===== src/rtl/cpu_pipestage.sv =====
// cpu_pipestage: one pipeline stage with valid/ready handshaking.
// SKID_EN=1 gives a two-entry skid buffer with a registered in_ready;
// SKID_EN=0 gives a single entry with a combinational in_ready.
// A saturating counter records the cycles spent under backpressure.
module cpu_pipestage #(
    parameter int                    PIPE_WIDTH = 32,
    parameter int                    SKID_EN    = 1,
    parameter logic [PIPE_WIDTH-1:0] NOP_VALUE  = {PIPE_WIDTH{1'b0}},
    parameter int                    CNT_WIDTH  = 16
) (
    input  logic                  clk,
    input  logic                  rst_n,
    input  logic                  in_valid,
    output logic                  in_ready,
    input  logic [PIPE_WIDTH-1:0] in_data,
    output logic                  out_valid,
    input  logic                  out_ready,
    output logic [PIPE_WIDTH-1:0] out_data,
    input  logic                  flush,
    input  logic                  clr_cnt,
    output logic [CNT_WIDTH-1:0]  stall_cnt
);

    typedef enum logic [1:0] {
        EMPTY = 2'd0,
        ONE   = 2'd1,
        TWO   = 2'd2
    } occState_t;

    localparam logic [CNT_WIDTH-1:0] CNT_MAX = {CNT_WIDTH{1'b1}};

    occState_t              state_q, state_d;
    logic [PIPE_WIDTH-1:0]  mainData_q, mainData_d;
    logic [PIPE_WIDTH-1:0]  skidData_q, skidData_d;
    logic                   inReady_q, inReady_d;
    logic [CNT_WIDTH-1:0]   stallCnt_q, stallCnt_d;
    logic                   push;
    logic                   pop;

    assign push = in_valid && in_ready;
    assign pop  = out_valid && out_ready;

    // State and data registers; reset clears everything, including the ready flop.
    always_ff @(posedge clk or negedge rst_n) begin
        if (!rst_n) begin
            state_q    <= EMPTY;
            mainData_q <= NOP_VALUE;
            skidData_q <= NOP_VALUE;
            inReady_q  <= 1'b0;
            stallCnt_q <= '0;
        end else begin
            state_q    <= state_d;
            mainData_q <= mainData_d;
            skidData_q <= skidData_d;
            inReady_q  <= inReady_d;
            stallCnt_q <= stallCnt_d;
        end
    end

    // Next occupancy and payload movement; flush overrides any handshake.
    always_comb begin
        state_d    = state_q;
        mainData_d = mainData_q;
        skidData_d = skidData_q;
        if (flush) begin
            state_d    = EMPTY;
            mainData_d = NOP_VALUE;
        end else begin
            case (state_q)
                EMPTY: begin
                    if (push) begin
                        state_d    = ONE;
                        mainData_d = in_data;
                    end
                end
                ONE: begin
                    if (push && pop) begin
                        mainData_d = in_data;
                    end else if (pop) begin
                        state_d    = EMPTY;
                        mainData_d = NOP_VALUE;
                    end else if (push && (SKID_EN != 0)) begin
                        state_d    = TWO;
                        skidData_d = in_data;
                    end
                end
                TWO: begin
                    if (pop) begin
                        state_d    = ONE;
                        mainData_d = skidData_q;
                    end
                end
                default: begin
                    state_d    = EMPTY;
                    mainData_d = NOP_VALUE;
                end
            endcase
        end
        // The registered ready only closes when the skid entry will be occupied.
        inReady_d = (state_d != TWO);
    end

    // Backpressure counter: clear wins, then count stalled cycles, saturating.
    always_comb begin
        stallCnt_d = stallCnt_q;
        if (clr_cnt) begin
            stallCnt_d = '0;
        end else if (out_valid && !out_ready && !flush && (stallCnt_q != CNT_MAX)) begin
            stallCnt_d = stallCnt_q + 1'b1;
        end
    end

    // Outputs come straight from flops, except the single-entry ready.
    always_comb begin
        out_valid = (state_q != EMPTY);
        out_data  = mainData_q;
        stall_cnt = stallCnt_q;
        if (SKID_EN != 0) begin
            in_ready = inReady_q;
        end else begin
            in_ready = !out_valid || out_ready;
        end
    end

endmodule


===== config.mk =====
export PLATFORM = sky130hd
export DESIGN_NAME = cpu_pipestage
export DESIGN_NICKNAME = d
export VERILOG_FILES = /design/src/rtl/cpu_pipestage.sv
export SDC_FILE = /design/constraint.sdc
export NUM_CORES = 1
export LEC_CHECK = 0
export BUFFER_PORTS_ARGS = -buffer_cell sky130_fd_sc_hd__buf_4
export CAP_MARGIN = 5
export CORE_MARGIN = 8
export CORE_UTILIZATION = 25
export DETAILED_ROUTE_END_ITERATION = 10
export PLACE_DENSITY_LB_ADDON = 0.15
export SETUP_SLACK_MARGIN = 0.5
export SLEW_MARGIN = 10
export SYNTH_ARGS = -nofsm -noshare
export SYNTH_HDL_FRONTEND = slang
export SYNTH_SLANG_ARGS = --single-unit
export TNS_END_PERCENT = 5

===== constraint.sdc =====
create_clock -name clk -period 3.67 [get_ports clk]
set_clock_uncertainty 0.05 [all_clocks]
set_input_delay 0.1835 -clock clk [delete_from_list [all_inputs] [get_ports clk]]
set_output_delay 0.1835 -clock clk [all_outputs]
set_load 0.01 [all_outputs]

==> impl_metrics.py, run 1 <==
metrics = {
    "logic_synthesis": {
        "syn-num-nets": 336,
        "ys_types": 40,
        "synthCells": 297,
        "yosysSeqAreaShare_pct": 56.9,
        "yosysWarnings": 0,
        "ys_ff_latch": 83,
        "ys.flop_type": "dfrtp_1",
        "synthArstFlopShare_pct": 100,
        "netlist_area_um2": 3650,
        "synth-edff-count": 0,
        "avgSynthCellArea_um2": 12.3,
    },
    "grt": {
        "grt_pass1_wl_um": 16100,
        "overflow": 0,
        "antenna_found_initial": 0,
        "grt_pass1_vias": 2861,
        "grt_max_degree": 68,
        "grt_use_total_pct": 11.2,
    },
    "clock_network": {
        "cts-resized-gates": 0,
        "clock_latency_ps": 340,
        "cts.clk_slew.worst_paths_ps": 70,
        "post-cts-setup-buffer-count": 0,
        "htree_levels": 3,
        "cts_tree": "done",
        "cts_root_buf": "clkbuf_16",
        "cts_buffers": 9,
        "postCtsHoldBufs": 1,
        "clockBufferDepth": 2,
        "cts.sinks": 83,
    },
    "timing": {
        "slew-limit-headroom_pct": 33.9,
        "hold_violations": 0,
        "clock.fmax_ghz": 0.450,
        "post-route-min-period_ps": 2220,
        "setup_tns_ps": 0,
        "slew_violations": 0,
        "fin_crit_sh_pct": 60.5,
        "setup_violations": 0,
        "worst_pin_slew_ps": 989,
        "rsz0062_at_grt": "no",
    },
    "finish": {
        "stdcell_count": 566,
        "antennaDiodeCount": 0,
        "num-fill-cells": 1465,
        "layout.nets": 416,
        "drive_gt1_share_pct": 38.7,
        "area_growth_pct": 32.2,
        "design_area_um2": 4830,
    },
    "die": {
        "io_pins": 88,
        "die-area_um2": 18700,
        "chipWidth_um": 137,
        "die-height_um": 137,
        "placementRows": 44,
        "coreArea_um2": 14400,
        "start_util_pct": 25.3,
    },
    "setup_path": {
        "path_cells": "or4_2 > mux2_1",
        "crit_family": "simple AND/OR/NAND/NOR gates",
        "startpoint_type": "flip-flop",
        "required_ps": 3840,
        "critical_path_class": "flip-flop to flip-flop",
        "path_max_fanout": 32,
        "cp_data_arrival_time_ps": 2390,
        "critPathSlowestCell": "or4_2",
        "cp-end-kind": "flip-flop",
        "critPathMaxStageDelay_ps": 1110,
        "crit_buf_inv": 0,
    },
    "detailed_routing": {
        "routed_wl_um": 9980,
        "first_pass_iters": 4,
        "vias_per_cell": 4.82,
        "avgRoutedWirePerCell_um": 17.6,
        "vias": 2726,
        "postRouteAntennaNets": 0,
        "drc": 0,
        "drt_iter0_drc": 156,
    },
    "pwr": {
        "p_leak_nw": 2.19,
        "peakVddDrop_v": 0.000295,
        "powerDensity_nw_per_um2": 517,
    },
    "place": {
        "io_buffers": 87,
        "gp_congestion": 0.717,
        "dpl_cell_area_um2": 4480,
        "place_inst": 549,
        "dp_hpwl_um": 6500,
    },
    "hold_path": {
        "hold_class": "primary input to flip-flop",
    },
    "status": {
        "status": "completed",
    },
    "run": {
        "cap_viol_max_count": 0,
    },
}
[layer usage]
| metal | vias up | GRT usage, % | routed length, um |
|---|---|---|---|
| met4 | 0 | 2.72 | 77 |
| met1 | 1367 | 14.4 | 4670 |
| met5 | - | 0 | 0 |
| li1 | 1274 | - | - |
| met2 | 78 | 17.1 | 4520 |
| met3 | 7 | 4.48 | 717 |
[cell type report]
class | count | area (um2) | area share, %
multi-input combinational | 188 | 1480 | 30.7
timing repair buffer | 92 | 693 | 14.4
sequential | 83 | 2080 | 43.0
clock inverter | 6 | 95.1 | 1.97
inverter | 3 | 11.3 | 0.233
tap | 184 | 230 | 4.77
clock buffer | 10 | 239 | 4.95
[placed cells by master, fill, tap and decap left out, types with 3 or more instances in the layout]
cell type and count:
dfrtp_1 83, nand3_1 9, xnor2_1 13, buf_4 91
o21ai_0 5, nand2_1 8, a22oi_1 32, nor2_1 14
and3_1 3, a21oi_1 9, nor4_1 4, clkbuf_16 9
mux2_2 31, inv_1 3, o2bb2ai_1 32
[sequential cells by signal (all words and copies together), names as in the netlist]
signal and cells:
state_q 2, out_data 32, stall_cnt 16, skidData_q 32, in_ready 1
[final timing paths]
kind                                     startpoint                         end  slack, ps  depth (start not counted)
setup / recovery               state_q[1]$_DFF_PN0_   skidData_q[1]$_DFFE_PN0P_       1450                          2
hold / removal                           in_data[1]   skidData_q[1]$_DFFE_PN0P_         40                          2
max in group asynchronous                     rst_n  skidData_q[19]$_DFFE_PN0P_       2330                          3
setup reg to reg               state_q[1]$_DFF_PN0_   skidData_q[1]$_DFFE_PN0P_       1450                          2
min in group asynchronous                     rst_n    stall_cnt[3]$_DFFE_PN0P_        430                          2
hold reg to reg            out_data[15]$_DFFE_PN0P_    out_data[15]$_DFFE_PN0P_        440                          1
[kinds of logic after synthesis]
kind of cell,Yosys count,synth area share [%]
flops,83,56.9
mux,33,10.1
fa+ha+maj,1,0.343
simple gates,58,9.29
compound gates,83,17.2
xor+xnor,13,3.12
buf+inv,26,3.05
[metrics by stage]
stage	total power [mW]	hold WS (ps)	worst slack, ps	util (%)
2_1_floorplan	1.33	-162	1810	-
3_3_place_gp	1.49	315	1470	31.1
3_5_place_dp	1.50	338	1430	31.1
4_1_cts	2.54	14.4	1410	33.5
5_1_grt	2.62	7.05	1320	33.5
6_report	2.49	35.0	1450	33.5
[worst register-to-register path: stages (launching register included)]
cell     delay [ps]
dfrtp_1         480
or4_2          1110
mux2_1          470
[synth_stat cells, drive strengths merged, types with 5 or more instances]
cell type	number	area, um2
nand3	10	62.6
a22oi	32	240
dfrtp	83	2080
xnor2	13	114
mux2	32	360
o2bb2ai	32	280
o21ai	5	25.0
a21oi	10	50.1
nand2	8	30.0
buf	9	46.3
nor2	16	76.3
clkbuf	14	53.8
[power breakdown]
part           internal [mW]  leakage [nW]  switching [mW]  total (mW)
clock network          0.622         0.164           0.392        1.01
logic                  0.186         0.943           0.162       0.348
registers               1.06          1.08          0.0762        1.13
total                   1.86          2.19           0.630        2.49
Power figures use the tool's default switching activity.
==> run 2, diff against run 1 <==
Settings changed: ABC_AREA set to 1.
Clock period 3.67 ns to 2.14 ns, I/O delays scaled along.
==> run 2 against run 1 <==
Against the previous run: first-iteration DRC count up 37%; synthesized area up 11%; total power up 69%; largest cell class unchanged.
==> impl_metrics.py, run 2 <==
metrics = {
    "detailed_routing": {
        "routed_wl_um": 11400,
        "vias_per_cell": 4.23,
        "drc": 0,
        "drt_iter0_drc": 213,
        "first_pass_iters": 4,
        "postRouteAntennaNets": 0,
        "vias": 3629,
        "avgRoutedWirePerCell_um": 13.3,
    },
    "setup_path": {
        "r2r_start": "stall_cnt[1]$_DFFE_PN0P_",
        "required_ps": 2360,
        "regToRegSetupSlack_ps": 560,
        "critical_path_class": "flip-flop to flip-flop",
        "startpoint_type": "flip-flop",
        "cp-end-kind": "flip-flop",
        "path_max_fanout": 9,
        "worstReg2RegEnd": "stall_cnt[8]$_DFFE_PN0P_",
        "cp_data_arrival_time_ps": 1800,
        "reg2regPathDepth": 11,
    },
    "hold_path": {
        "holdPathStages": 3,
        "min-delay-start": "in_data[31]",
        "hold_class": "primary input to flip-flop",
        "holdPathEnd": "skidData_q[31]$_DFFE_PN0P_",
    },
    "logic_synthesis": {
        "yosysSeqAreaShare_pct": 51.3,
        "synth-edff-count": 0,
        "syn-num-nets": 558,
        "synth_top_cell_by_area": "dfrtp_1",
        "netlist_area_um2": 4050,
        "yosysWarnings": 0,
        "synthArstFlopShare_pct": 100,
        "yosysTopAreaCellShare_pct": 51.3,
        "avgSynthCellArea_um2": 7.80,
        "yosysMostFrequentCell": "nand2_1",
        "ys.flop_type": "dfrtp_1",
        "synthCells": 519,
        "synthTopCellsByCount": "nand2_1, dfrtp_1, o21ai_0, inv_1, nor2_1",
        "yosys-top-cells-area": "dfrtp_1, nand2_1, o21ai_0, inv_1, nand4_1",
        "ys_types": 26,
        "ys_ff_latch": 83,
    },
    "die": {
        "io_pins": 88,
        "start_util_pct": 25.5,
        "chipWidth_um": 143,
        "die-area_um2": 20500,
        "die-height_um": 143,
        "coreArea_um2": 15900,
        "placementRows": 46,
    },
    "grt": {
        "overflow": 0,
        "grt_pass1_wl_um": 18500,
        "grt_use_total_pct": 11.6,
        "grt_max_degree": 61,
        "antenna_found_initial": 0,
        "grt_pass1_vias": 3665,
    },
    "clock_network": {
        "cts.clk_slew.worst_paths_ps": 60,
        "cts_root_buf": "clkbuf_16",
        "cts_tree": "done",
        "clockBufferDepth": 2,
        "cts.sinks": 83,
        "clock_latency_ps": 340,
        "htree_levels": 3,
        "cts_buffers": 9,
    },
    "place": {
        "gp_congestion": 0.802,
        "dp_hpwl_um": 7690,
        "io_buffers": 87,
    },
    "pwr": {
        "p_leak_nw": 2.89,
        "p_seq_share_pct": 45.5,
        "clockPowerShare_pct": 38.4,
        "internal_power_mw": 3.12,
        "p_switching_mw": 1.10,
        "combPwrFrac_pct": 16.1,
        "finalPower_mw": 4.22,
        "peakVddDrop_v": 0.000356,
        "powerDensity_nw_per_um2": 746,
        "p_sw_share_pct": 26.1,
    },
    "timing": {
        "post-route-min-period_ps": 1580,
        "fin_crit_sh_pct": 73.7,
        "slew-limit-headroom_pct": 58.5,
        "clock.fmax_ghz": 0.634,
        "setup_tns_ps": 0,
        "worst_pin_slew_ps": 622,
        "hold_violations": 0,
        "rsz0062_at_grt": "yes",
        "slew_violations": 0,
        "setup_violations": 0,
    },
    "finish": {
        "antennaDiodeCount": 0,
        "drive_gt1_share_pct": 24.5,
        "final_cell_mix": "nand2_1, buf_4, dfrtp_1, o21ai_0, inv_1",
        "area_growth_pct": 39.8,
        "layout.nets": 677,
        "layout_commonest_cell": "nand2_1",
    },
    "run": {
        "cap_viol_max_count": 0,
    },
    "status": {
        "status": "completed",
    },
}
## run 2: cell types whose count changed after synthesis, sizes merged, moves of 14 or more
cell     change
inv         +47
o2bb2ai     -32
a22oi       -32
nand4       +14
nand2      +219
mux2        -32
o21ai       +62
## run 2: how the worst max path moves through the flow
| stage | from | to | slack [ps] | depth (start not counted) |
|---|---|---|---|---|
| 6_report | stall_cnt[1]$_DFFE_PN0P_ | stall_cnt[8]$_DFFE_PN0P_ | 560 | 11 |
| 5_1_grt | stall_cnt[10]$_DFFE_PN0P_ | stall_cnt[10]$_DFFE_PN0P_ | 460 | 10 |
| 4_1_cts | state_q[1]$_DFF_PN0_ | out_data[25]$_DFFE_PN0P_ | 410 | 8 |
| 3_5_place_dp | stall_cnt[0]$_DFFE_PN0P_ | stall_cnt[15]$_DFFE_PN0P_ | 310 | 9 |
| 3_3_place_gp | stall_cnt[0]$_DFFE_PN0P_ | stall_cnt[15]$_DFFE_PN0P_ | 340 | 9 |
| 2_1_floorplan | stall_cnt[0]$_DFFE_PN0P_ | stall_cnt[5]$_DFFE_PN0P_ | 510 | 10 |
## run 2: logic make-up (layout without fill, tap and decap cells)
kind of cell	count (synthesis)	count (layout)	synth area share, %
AND/OR/NAND/NOR	286	286	30.4
flip-flops	83	83	51.3
AO/OA/AOI/OAI	73	73	9.61
buffers and inverters	72	194	7.51
XOR/XNOR	4	4	0.865
adder cells (fa/ha/maj)	1	1	0.309
## run 2: per-stage QoR
step	area [um2]	util, %	hold slack (ps)	setup WS, ps	cells
6_report	5660	35.6	15.5	562	857
5_1_grt	5660	35.6	17.8	463	857
4_1_cts	5590	35.2	2.95	411	853
3_5_place_dp	4950	31.1	122	306	809
3_3_place_gp	4950	31.1	120	340	809
2_1_floorplan	4050	-	-239	508	519
## run 2: layer usage
| metal | track usage, % | vias to the layer above | part of all wire [%] |
|---|---|---|---|
| li1 | - | 1865 | - |
| met1 | 14.2 | 1680 | 46 |
| met2 | 18.3 | 73 | 46 |
| met3 | 3.34 | 11 | 6.4 |
| met4 | 5.64 | 0 | 1.8 |
| met5 | 0 | - | 0 |
## run 2: power groups by stage
stage	clock network (mW)	registers, mW	logic [mW]
6_report	1.62	1.92	0.681
3_5_place_dp	0	1.95	0.632
3_3_place_gp	0	1.94	0.618
2_1_floorplan	0	1.95	0.316
4_1_cts	1.69	1.92	0.686
5_1_grt	1.74	1.95	0.781
## run 2: critical path: stages (launching register included)
cell and delay [ps]:
dfrtp_1 400, ha_4 180, nand3_4 110, inv_4 90, nand2_4 50, nor2_4 90, nor2_4 50, buf_12 130
nor2_8 110, buf_12 140, nand2_1 50, nand2_1 50
## run 2: layout make-up
type	count	area [um2]
Clock inverter	3	65.1
Timing Repair Buffer	129	1100
Multi-Input combinational cell	364	1700
Inverter	51	199
Fill cell	1674	10200
Clock buffer	11	233
Tap cell	216	270
Sequential cell	83	2090
## run 2: repair_timing
action | 4_1_cts | 5_1_grt
endpoints found under the setup margin | 76 | 78
buffers inserted | 7 | 4
endpoints found under the hold margin | 66 | 0
gates resized for setup | 8 | 22
hold buffers | 23 | 0
pin swaps | 2 | 5
